===== src/rtl/enigma_input_ctrl.sv =====
// Enigma front panel: button edge detection, rotor shadow/commit FSM, letter FIFO.
// Define ENIGMA_INPUT_SYNC_EN to put a 2-flop synchroniser on both buttons.
module enigma_input_ctrl #(
  parameter int NUM_ROTORS = 3,
  parameter int SEL_W      = 3,
  parameter int POS_W      = 5,
  parameter int FIFO_DEPTH = 8
) (
  input  logic                          clk_in,
  input  logic                          rst_in,
  input  logic                          letter_valid_in,
  input  logic                          rotor_valid_in,
  input  logic [15:0]                   sw,
  input  logic                          char_ready_in,
  output logic                          rotor_valid_out,
  output logic [NUM_ROTORS*SEL_W-1:0]   rotor_select_out,
  output logic [NUM_ROTORS*POS_W-1:0]   rotor_initial_out,
  output logic [4:0]                    char_out,
  output logic                          char_valid_out,
  output logic [$clog2(FIFO_DEPTH):0]   fifo_count_out,
  output logic                          config_done_out,
  output logic [2:0]                    error_out
);

  localparam int AW = $clog2(FIFO_DEPTH);
  localparam int CW = AW + 1;

  typedef enum logic {CONFIG, RUN} state_t;

  state_t state;

  logic let_lvl, rot_lvl;
  logic let_prev, rot_prev;
  logic let_edge, rot_edge;

`ifdef ENIGMA_INPUT_SYNC_EN
  logic [1:0] let_sync, rot_sync;

  always_ff @(posedge clk_in or posedge rst_in) begin
    if (rst_in) begin
      let_sync <= 2'b11;
      rot_sync <= 2'b11;
    end else begin
      let_sync <= {let_sync[0], letter_valid_in};
      rot_sync <= {rot_sync[0], rotor_valid_in};
    end
  end

  assign let_lvl = let_sync[1];
  assign rot_lvl = rot_sync[1];
`else
  assign let_lvl = letter_valid_in;
  assign rot_lvl = rotor_valid_in;
`endif

  // prev starts high so a button held through reset release is ignored
  always_ff @(posedge clk_in or posedge rst_in) begin
    if (rst_in) begin
      let_prev <= 1'b1;
      rot_prev <= 1'b1;
    end else begin
      let_prev <= let_lvl;
      rot_prev <= rot_lvl;
    end
  end

  assign let_edge = let_lvl & ~let_prev;
  assign rot_edge = rot_lvl & ~rot_prev;

  logic [1:0] mode;
  logic [3:0] slot;
  logic       slot_ok;
  logic       wr_pos, wr_sel, bad_idx;
  logic       do_commit, do_flush;

  assign mode      = sw[15:14];
  assign slot      = sw[11:8];
  assign slot_ok   = int'(slot) < NUM_ROTORS;
  assign wr_pos    = rot_edge & (mode == 2'b00) & slot_ok;
  assign wr_sel    = rot_edge & (mode == 2'b01) & slot_ok;
  assign bad_idx   = rot_edge & ~mode[1] & ~slot_ok;
  assign do_commit = rot_edge & (mode == 2'b10);
  assign do_flush  = rot_edge & (mode == 2'b11);

  logic [POS_W-1:0] sh_pos [NUM_ROTORS];
  logic [SEL_W-1:0] sh_sel [NUM_ROTORS];

  always_ff @(posedge clk_in or posedge rst_in) begin
    if (rst_in) begin
      state             <= CONFIG;
      rotor_valid_out   <= 1'b0;
      rotor_select_out  <= '0;
      rotor_initial_out <= '0;
      for (int i = 0; i < NUM_ROTORS; i++) begin
        sh_pos[i] <= '0;
        sh_sel[i] <= '0;
      end
    end else begin
      rotor_valid_out <= do_commit;
      for (int i = 0; i < NUM_ROTORS; i++) begin
        if (wr_pos && int'(slot) == i) sh_pos[i] <= sw[POS_W-1:0];
        if (wr_sel && int'(slot) == i) sh_sel[i] <= sw[SEL_W-1:0];
      end
      unique case (1'b1)
        do_commit: begin
          for (int i = 0; i < NUM_ROTORS; i++) begin
            rotor_select_out[i*SEL_W +: SEL_W]  <= sh_sel[i];
            rotor_initial_out[i*POS_W +: POS_W] <= sh_pos[i];
          end
          state <= RUN;
        end
        (wr_pos | wr_sel): state <= CONFIG;
        default: ;
      endcase
    end
  end

  assign config_done_out = (state == RUN);

  logic [4:0]    mem [FIFO_DEPTH];
  logic [AW-1:0] wr_ptr, rd_ptr;
  logic [CW-1:0] count;
  logic          full, letter_ok;
  logic          push_try, push, pop;
  logic          ovf, bad_let;

  assign full      = (count == CW'(FIFO_DEPTH));
  assign letter_ok = (sw[4:0] <= 5'd25);
  // letter gating sees the state before any same-cycle config action
  assign push_try  = let_edge & (state == RUN) & letter_ok & ~do_flush;
  assign pop       = (count != '0) & char_ready_in;
  assign push      = push_try & (~full | pop);
  assign ovf       = push_try & full & ~pop;
  assign bad_let   = let_edge & ~do_flush & ((state != RUN) | ~letter_ok);

  always_ff @(posedge clk_in) begin
    if (push) mem[wr_ptr] <= sw[4:0];
  end

  always_ff @(posedge clk_in or posedge rst_in) begin
    if (rst_in) begin
      wr_ptr <= '0;
      rd_ptr <= '0;
      count  <= '0;
    end else if (do_flush) begin
      wr_ptr <= '0;
      rd_ptr <= '0;
      count  <= '0;
    end else begin
      if (push) wr_ptr <= wr_ptr + 1'b1;
      if (pop)  rd_ptr <= rd_ptr + 1'b1;
      unique case ({push, pop})
        2'b10:   count <= count + 1'b1;
        2'b01:   count <= count - 1'b1;
        default: ;
      endcase
    end
  end

  always_ff @(posedge clk_in or posedge rst_in) begin
    if (rst_in)        error_out <= '0;
    else if (do_flush) error_out <= '0;
    else               error_out <= error_out | {ovf, bad_let, bad_idx};
  end

  assign char_valid_out = (count != '0);
  assign char_out       = char_valid_out ? mem[rd_ptr] : 5'd0;
  assign fifo_count_out = count;

  logic unused_sw;
  assign unused_sw = ^sw;

endmodule


===== config.mk =====
export PLATFORM = sky130hd
export DESIGN_NAME = enigma_input_ctrl
export DESIGN_NICKNAME = d
export VERILOG_FILES = /design/src/rtl/enigma_input_ctrl.sv
export SDC_FILE = /design/constraint.sdc
export NUM_CORES = 1
export LEC_CHECK = 0
export CORE_UTILIZATION = 40
export DETAILED_ROUTE_END_ITERATION = 10
export PLACE_DENSITY = 0.65
export SLEW_MARGIN = 20
export SYNTH_ARGS = -nofsm -noshare
export SYNTH_HDL_FRONTEND = slang
export SYNTH_SLANG_ARGS = --single-unit

===== constraint.sdc =====
create_clock -name clk_in -period 2.5 [get_ports clk_in]
set_input_delay 0.25 -clock clk_in [delete_from_list [all_inputs] [get_ports clk_in]]
set_output_delay 0.25 -clock clk_in [all_outputs]
set_load 0.01 [all_outputs]

Word-level counts from Yosys, hierarchy flattened
Memories as Yosys holds them, arrays and structs flattened.
Index checks and enable logic that the tools add are counted.

operators by class
  $add $sub $neg = 4
  equal/unequal tests = 8
  bitwise logic cells = 32
  magnitude comparators = 2
  muxes and demuxes = 11
  reduce and logical (&&, ||, !) cells = 13

operator list
  operator             count
  $and 1x1->1          19
  $mux 3               5
  $not 1->1            9
  $pmux 4 s2           1
  $add 3x1->3 const B  2
  $eq 2x2->1 const B   3
  $logic_and 1x1->1    6
  $reduce_bool 2->1    3
  $le 5x5->1 const B   1
  $mux 5               1
  $add 4x1->4 const B  1
  $eq 2x1->1 const B   2
  $eq 4x2->1 const B   1
  $eq 4x3->1 const B   1
  $eq 4x4->1 const B   1
  $logic_not 4->1      1
  $lt 4x2->1 const B   1
  $mux 4               1
  $reduce_bool 4->1    1
  $sub 4x1->4 const B  1
  $or 1x1->1           3
  $or 3x3->3           1
  $reduce_bool 3->1    1
  $logic_not 2->1      1
  2 further kinds      3

storage, ports and cells
  output and inout port bits = 39
  memories kept = 1
  bits in writable memories = 40
  register bits after elaboration = 65
  input port bits = 21

memories
  name  words  bits a word  read ports  clocked after memory_dff  write ports  RTL line  text
  mem   8      5            1           0                         1            120       logic [4:0] mem [FIFO_DEPTH];

Depth between registers and ports, before layout
Gate-level depths: netlist (run 1).

  word-level depth = 9
  gate-level depth with buffers = 11

Worst setup path before layout (run 1)
OpenSTA, ideal clock, no wires.

  path kind = flip-flop to flip-flop
  from = register count[3], in the netlist fifo_count_out[3]
  to = register count[3], in the netlist fifo_count_out[3]
  setup time = 128 ps
  arrival time = 2454 ps
  slack = -81 ps
  stages on the path, launching flop included = 11
  data required time = 2372 ps
  cell sequence = dfrtp_1 > nor4_2 > inv_2 > nand2_4 > nor2_2 > ha_1 > a21o_1 > a21oi_1 > nor2_1 > a32oi_1 > mux2_1

on the way
  word-level cells in the longest chain between the ends = 7

ends and longest elaborated chain
  what                                             RTL line  text
  from (decl)                                      122       logic [CW-1:0] count;
  from (signal assigned)                           153       2'b10: count <= count + 1'b1;
  from (signal assigned)                           154       2'b01: count <= count - 1'b1;
  $reduce_bool 4->1 (*)                            --
  via char_valid_out                               19        output logic char_valid_out,
  $and 1x1->1 (*)                                  131       assign pop = (count != '0) & char_ready_in;
  $or 1x1->1                                       132       assign push = push_try & (~full | pop);
  $and 1x1->1                                      132
  $eq 2x1->1 / $eq 2x2->1 (equally long branches)  152       unique case ({push, pop})
  $pmux 4 s2                                       152
  $mux 4                                           145       end else if (do_flush) begin

Mark *: on every way through the listed nets, which the timed path passes. The rest lies on a longest branch.
A chain may end at the register's enable or synchronous reset.

Final worst setup path (run 1)
  from = register rd_ptr[0]
  to = output char_out[1]

on the way
  word-level cells in the longest chain between the ends = 2

ends and longest elaborated chain
  what                    RTL line  text
  from (decl)             121       logic [AW-1:0] wr_ptr, rd_ptr;
  from (signal assigned)  151       if (pop) rd_ptr <= rd_ptr + 1'b1;
  $mem_v2 8x5             --
  $mux 5                  167       assign char_out = char_valid_out ? mem[rd_ptr] : 5'd0;
  to (decl)               18        output logic [4:0] char_out,

No other way between the ends.

==> results of run 1 <==
## cells in the final DEF (no fill, tap or decap), drive strengths merged, types with 2 or more instances in the layout
| cell | instances |
|---|---|
| dfrtp | 63 |
| clkdlybuf4s50 | 53 |
| mux2 | 52 |
| edfxtp | 40 |
| buf | 33 |
| nor2 | 29 |
| clkbuf | 11 |
| mux4 | 10 |
| nand2 | 10 |
| mux2i | 5 |
| a21oi | 5 |
| nand2b | 4 |
| ha | 4 |
| inv | 4 |
| nor2b | 3 |
| nor3 | 3 |
| nand3 | 3 |
| xnor2 | 3 |
| clkinv | 3 |
| and4b | 2 |
| nand3b | 2 |
| xor2 | 2 |
| dfstp | 2 |
| nor4 | 2 |
## worst register-to-register path: stages (launching register included)
cell,delay [ns]
dfstp_2,0.54
and4b_1,0.21
and4b_1,0.30
nor2_2,0.06
ha_1,0.26
a21o_1,0.18
a21oi_2,0.13
nor2_1,0.05
a32oi_1,0.19
mux2_1,0.34
## power by group
| group | switching [mW] | total [mW] | leakage [nW] | internal, mW |
|---|---|---|---|---|
| Combinational | 0.564 | 1.41 | 0.971 | 0.842 |
| Clock | 0.573 | 0.995 | 0.0959 | 0.422 |
| Sequential | 0.208 | 2.19 | 1.22 | 1.98 |
| Total | 1.35 | 4.59 | 2.29 | 3.24 |
## metrics by stage
stage | TNS [ns] | instance area (um2) | hold WS [ns] | setup WS (ns) | std cells
global route | 0 | 5480 | 0.279 | 0.0424 | 500
finish | 0 | 5480 | 0.234 | 0.135 | 500
global placement | -0.0938 | 5250 | 0.481 | -0.0938 | 482
floorplan | 0 | 4320 | 0.254 | 0.0112 | 270
CTS | 0 | 5450 | 0.247 | 0.0142 | 498
detailed placement | -0.133 | 5250 | 0.493 | -0.133 | 482
## flip-flops by register name, summed over array words and instances (netlist names)
register	flops
rotor_initial_out	15
rotor_valid_out	1
rd_ptr	3
error_out	3
wr_ptr	3
config_done_out	1
let_prev	1
sh_pos	15
rot_prev	1
rotor_select_out	9
fifo_count_out	4
sh_sel	9
mem	40
## kinds of logic (layout without fill, tap and decap cells)
group,after synthesis,in the layout
XOR/XNOR,5,5
buffers and inverters,12,106
AND/OR/NAND/NOR,64,64
flip-flops,105,105
AO/OA/AOI/OAI,12,12
adder cells (fa/ha/maj),5,5
multiplexers,67,67
## cell usage after synthesis, drive strengths merged, types with 4 or more instances
cell     n
mux2    52
nand2b   4
nor2    29
dfrtp   63
buf      6
nand2   10
a21oi    5
mux4    10
mux2i    5
ha       4
edfxtp  40
## layer usage
layer  vias up  track usage (%)  wire length (um)
li1       1166                -                 -
met1      1242             21.4              3800
met2        45             26.0              3980
met3        10             3.22               317
met4         0             6.25               116
met5         -                0                 0
## timing repair
action | CTS | global route
endpoints found under the setup margin | 1 | 2
cloned | 0 | 0
buffers inserted | 0 | 2
resized for setup | 2 | 4
pin swaps | 0 | 0
## worst max-delay path by stage
stage,startpoint,to,slack (ns),depth (start not counted)
after global placement,sw[14],fifo_count_out[3],-0.09,10
final,rd_ptr[0],char_out[1],0.14,5
after detailed placement,sw[14],fifo_count_out[3],-0.13,10
after global routing,rd_ptr[0],char_out[1],0.04,5
after floorplan,rot_prev,fifo_count_out[3],0.01,11
after CTS,rd_ptr[0],char_out[3],0.01,5
## cell type report
class	instances	area, um2
tap	136	170
sequential	105	2830
timing repair buffer	87	828
fill	900	4890
clock buffer	11	151
multi-input combinational	153	1450
clock inverter	5	38.8
inverter	3	11.3
==> impl_results.md, run 1 <==
* Status: complete, no violations
* Largest family of logic cells by synthesized area: multiplexers
* Die height at about 110 um
* Initial antenna violation count at 0
* Fin util at between 50% and 60%
* Top_reg_cell synth: dfrtp_1
* Global-route wire length before repair at 13500 um
* Pwr Total at between 4 and 5 mW
* Final worst clock skew at 0.0116 ns
* Normalized max-slew margin at 60.9%
* Yosys top cell by area: dfrtp_1
* R2r endpoint: fifo_count_out[3]
* Compound-cell area share of the yosys netlist at 2.16%
* Max IR drop VDD at around 330 uV
* Post-synthesis adder-cell area fraction at 1.63%
* Setup CP Type: flip-flop to output port
* Antenna viol nets, final at 0
* Yosys reg bits at 105
* Final min period at 2.36 ns
* Final worst path period share at 94.6%
* Vias in the first global route at 2556
* Clk sinks at about 110
* Reg2reg start: rot_prev
* Syn nets at 296
* Die ar. at between 10000 and 15000 um2
* Hold/Removal Path Class: input port to async pin
* Vias per inst at 4.93
* Core area at 10400 um2
* Ranking of synthesized cells by area: dfrtp_1 (37%), edfxtp_1 (28%), mux2_2 (13%), mux4_2 (5.2%), nor2_1 (2.4%)
* Initial Util at 41.4%
* Synth top area share at approximately 37%
* Post-synthesis mux area share at 20.0%
* Total grt overflow at 0
* EDFF count, synth at 40
* Worst Path Max Fanout at 11
* Final WL at 8220 um
* Drt wl/cell at 16.4 um
* 1st-iter DRT viols at 91
* Fin. Hold Viols at 0
* Number of port buffers at 54
* Final nets at 385
* Clock Latency Late Sink at 0.37 ns
* Cell row count at 37
* N_diodes at 0
* Xor/xnor share of the synthesized area at 1.02%
* RSZ-0062 raised after global routing: no
* Reg2reg setup slack at 0.15 ns
* CP max-delay cell: mux4_2
* Clock root buffer: clkbuf_8
* Mapped cell area at approximately 4300 um2
* Seq/Total Area, Yosys at 65.9%
* Max Slew Vio Count at 0
* Die width at 106 um
* Hold-fix buffers, CTS at 0
* Maximum buffer depth of the clock tree at 2
* Async S/R FF share, synth at 61.9%
* Yosys Warn Count at 0
* Startpoint types: flip-flop
* Top-Level Pins at 60
* Crit-path max cell delay at 0.51 ns
* Synth-to-Final Area Change at 27.5%
* Simple-Gate Fraction of Synth Area at 8.07%
* Worst Path Arrival at 2.11 ns
* Synth Instances at 270
* R2R depth at 9
* DR pass1 iterations at 6
* Gr usage total at 16.1%
* Share of cells above drive strength 1 at 34.3%
* P_leak at approximately 2.3 nW
* Fmax at ~420 MHz
* Cts bufs inserted at 9
* Largest net degree at the start of global routing at 26
* Critical path endpoint category: output port
* Residual DRC at 0
* GP Congestion at 0.790
* Worst Path Buf+Inv at 2
* Final Setup Violations at 0
* Htree depth at 3
* Yosys cell types at 41
* Worst-path cell chain: buf_12, mux4_2, mux2i_1, nor2_1, clkdlybuf4s50_1
* Pwr Density at 838 nW/um2
* Max Cap Viol at 0
* Via count at 2463
* Clock-pin transition on the worst setup and hold timing paths at 0.10 ns
* Crit path max-delay family: multiplexers
* Syn avg cell area at 15.9 um2
* Post-DP HPWL at 5750 um
* TritonCTS clock tree: built
* Slew at the pin closest to its max-slew limit at 0.584 ns
* Critical Path RT at 2.25 ns
Power figures use the tool's default switching activity.
==> inputs of run 2 (changes only) <==
- CAP_MARGIN: default -> 10
- CORE_UTILIZATION: 40 -> 49
- PLACE_DENSITY: 0.65 -> 0.77
==> run 2 against run 1 <==
Compared with the run above:
- fmax fell by 2.2%
- die area fell by 18%
- highest routed layer unchanged
- wire length rose by 0.36%
- critical path type is now flip-flop to flip-flop
- utilization rose by 12 points
- clock power fell by 0.9%
==> impl_results.md, run 2 (synthesized netlist as in run 1, its figures left out) <==
* Status: complete, no violations (unchanged)
* Final worst clock skew at 0.0107 ns (was 0.0116 ns)
* Htree depth at 3 (unchanged)
* Commonest non-fill, non-tap cells in the layout: dfrtp_1 (62), clkdlybuf4s50_1 (54), mux2_2 (51), edfxtp_1 (40), buf_4 (32) (was dfrtp_1 (62), clkdlybuf4s50_1 (53), mux2_2 (51), edfxtp_1 (40), buf_4 (30))
* Vias in the first global route at 2652 (was 2556)
* Maximum buffer depth of the clock tree at 2 (unchanged)
* Internal at 3.20 mW (was 3.24 mW)
* Cell row count at 33 (was 37)
* Largest net degree at the start of global routing at 36 (was 26)
* Sequential Power Share at 47.8% (was 47.7%)
* Top-Level Pins at 60 (unchanged)
* Final worst path period share at 96.7% (was 94.6%)
* R2r endpoint: fifo_count_out[3] (unchanged)
* Non-filler instance count after layout at 469 (was 500)
* Pwr Density at 845 nW/um2 (was 838 nW/um2)
* DR pass1 iterations at 4 (was 6)
* Drt wl/cell at 17.6 um (was 16.4 um)
* Number of port buffers at 54 (unchanged)
* Final min period at 2.42 ns (was 2.36 ns)
* Max FFs per register at 40 (unchanged)
* Slew at the pin closest to its max-slew limit at 0.538 ns (was 0.584 ns)
* TritonCTS clock tree: built (unchanged)
* Reg2reg setup slack at 0.08 ns (was 0.15 ns)
* Reg2reg start: rot_prev (unchanged)
* Clock Power Share at 21.6% (was 21.7%)
* Hold slack at 0.283 ns (was 0.234 ns)
* Final instance area at 5390 um2 (was 5480 um2)
* Gr usage total at 20.4% (was 16.1%)
* Sw frac at 29.8% (was 29.3%)
* Fin. Hold Viols at 0 (unchanged)
* Die width at 95.6 um (was 106 um)
* P_leak at 2.27 nW (was 2.29 nW)
* Die ar. at 9140 um2 (was 11200 um2)
* Psw at 1.36 mW (was 1.35 mW)
* Hold/Removal Path Class: input port to async pin (unchanged)
* Combinational group share of total power at 30.6% (was 30.7%)
* Worst Path Max Fanout at 3 (was 11)
* Commonest non-fill, non-tap cell in the layout: dfrtp_1 (unchanged)
* Max Cap Viol at 0 (unchanged)
* RSZ-0062 raised after global routing: no (unchanged)
* Fmax at 414 MHz (was 423 MHz)
* N_diodes at 0 (unchanged)
* Hold-fix buffers, CTS at 0 (unchanged)
* GP Congestion at 0.829 (was 0.790)
* Post-DP HPWL at 5760 um (was 5750 um)
* Vias per inst at 5.37 (was 4.93)
* Final WL at 8250 um (was 8220 um)
* Setup WS pre-CTS at -0.285 ns (was -0.133 ns)
* Total grt overflow at 0 (unchanged)
* Cts bufs inserted at 9 (unchanged)
* Startpoint types: flip-flop (unchanged)
* Final Setup Violations at 0 (unchanged)
* Antenna viol nets, final at 0 (unchanged)
* Clock Latency Late Sink at 0.36 ns (was 0.37 ns)
* DP Area at 5190 um2 (was 5250 um2)
* Residual DRC at 0 (unchanged)
* Clock-pin transition on the worst setup and hold timing paths at 0.10 ns (about the same)
* Normalized max-slew margin at 64.0% (was 60.9%)
* Critical Path RT at 2.75 ns (was 2.25 ns)
* Final nets at 385 (unchanged)
* Initial antenna violation count at 0 (unchanged)
* Max Slew Vio Count at 0 (unchanged)
* Initial Util at 51.5% (was 41.4%)
* Final worst-path setup slack at 0.0834 ns (was 0.135 ns)
* Global-route wire length before repair at 13500 um (about the same)
* Share of cells above drive strength 1 at 34.1% (was 34.3%)
* Clock root buffer: clkbuf_8 (unchanged)
* Worst Path Arrival at 2.67 ns (was 2.11 ns)
* Clk sinks at 105 (unchanged)
* Largest registers: mem: 40 flops, rotor_initial_out: 15 flops, sh_pos: 15 flops (unchanged)
* Via count at 2520 (was 2463)
* Critical path endpoint category: flip-flop (was output port)
* R2R depth at 9 (unchanged)
* 1st-iter DRT viols at 145 (was 91)
* Max IR drop VDD at 484 uV (was 332 uV)
* Die height at 95.6 um (was 106 um)
* Placed Instances at 452 (was 482)
* Setup CP Type: flip-flop to flip-flop (was flip-flop to output port)
* Top reg by flops: mem (unchanged)
* Core area at 8340 um2 (was 10400 um2)
* Pwr Total at 4.56 mW (was 4.59 mW)
* Synth-to-Final Area Change at 25.5% (was 27.5%)
run 2: cell count changes in the layout (fill, tap and decap cells not counted), sizes merged:
cell,delta
clkbuf,-1
clkinv,-2
clkinvlp,-1
inv,+4
dlymetal6s2s,-1
clkdlybuf4s50,+1
run 2: critical path: stages, from the launching register on:
cell     delay [ns]
dfstp_2        0.55
and4b_1        0.22
and4b_1        0.29
nor2_2         0.06
ha_1           0.28
a21o_1         0.20
a21oi_2        0.14
nor2_1         0.05
a32oi_1        0.19
mux2_1         0.33
run 2: power by group through the flow:
| stage | Combinational [mW] | Sequential (mW) | Clock [mW] |
|---|---|---|---|
| after floorplan | 0.794 | 2.20 | 0 |
| after global placement | 1.35 | 2.20 | 0 |
| after detailed placement | 1.40 | 2.21 | 0 |
| after CTS | 1.42 | 2.18 | 1.02 |
| after global routing | 1.53 | 2.21 | 1.07 |
| final | 1.39 | 2.18 | 0.986 |
run 2: layout make-up:
class / count / area (um2)
fill: 619 / 2950
clock buffer: 10 / 138
tap: 105 / 131
clock inverter: 6 / 47.5
sequential: 105 / 2830
inverter: 3 / 11.3
multi-input combinational: 153 / 1440
timing repair buffer: 87 / 792
run 2: how the worst max path moves through the flow:
stage / to / slack [ns] / startpoint / cells past startpoint
3_3_place_gp: fifo_count_out[3] / -0.22 / sw[2] / 10
5_1_grt: fifo_count_out[3] / 0.002 / rot_prev / 9
2_1_floorplan: fifo_count_out[3] / 0.01 / rot_prev / 11
6_report: fifo_count_out[3] / 0.08 / rot_prev / 9
4_1_cts: char_out[2] / 0.05 / rd_ptr[0] / 5
3_5_place_dp: fifo_count_out[3] / -0.28 / sw[2] / 10
run 2: metal layers:
metal	GRT usage [%]	vias up	part of all wire [%]
met3	4.31	10	3.7
met1	26.8	1293	44
met2	33.0	50	50
met5	0	-	0
met4	8.46	0	1.7
li1	-	1167	-
run 2: metrics by stage:
| stage | utilization, % | TNS, ns |
|---|---|---|
| detailed placement | 62.3 | -0.384 |
| finish | 64.7 | 0 |
| floorplan | - | 0 |
| global route | 64.7 | 0 |
| CTS | 64.6 | 0 |
| global placement | 62.3 | -0.263 |
run 2: what timing repair did:
item,4_1_cts,5_1_grt
setup endpoints to repair,1,1
resized for setup,1,1
setup buffers,0,1
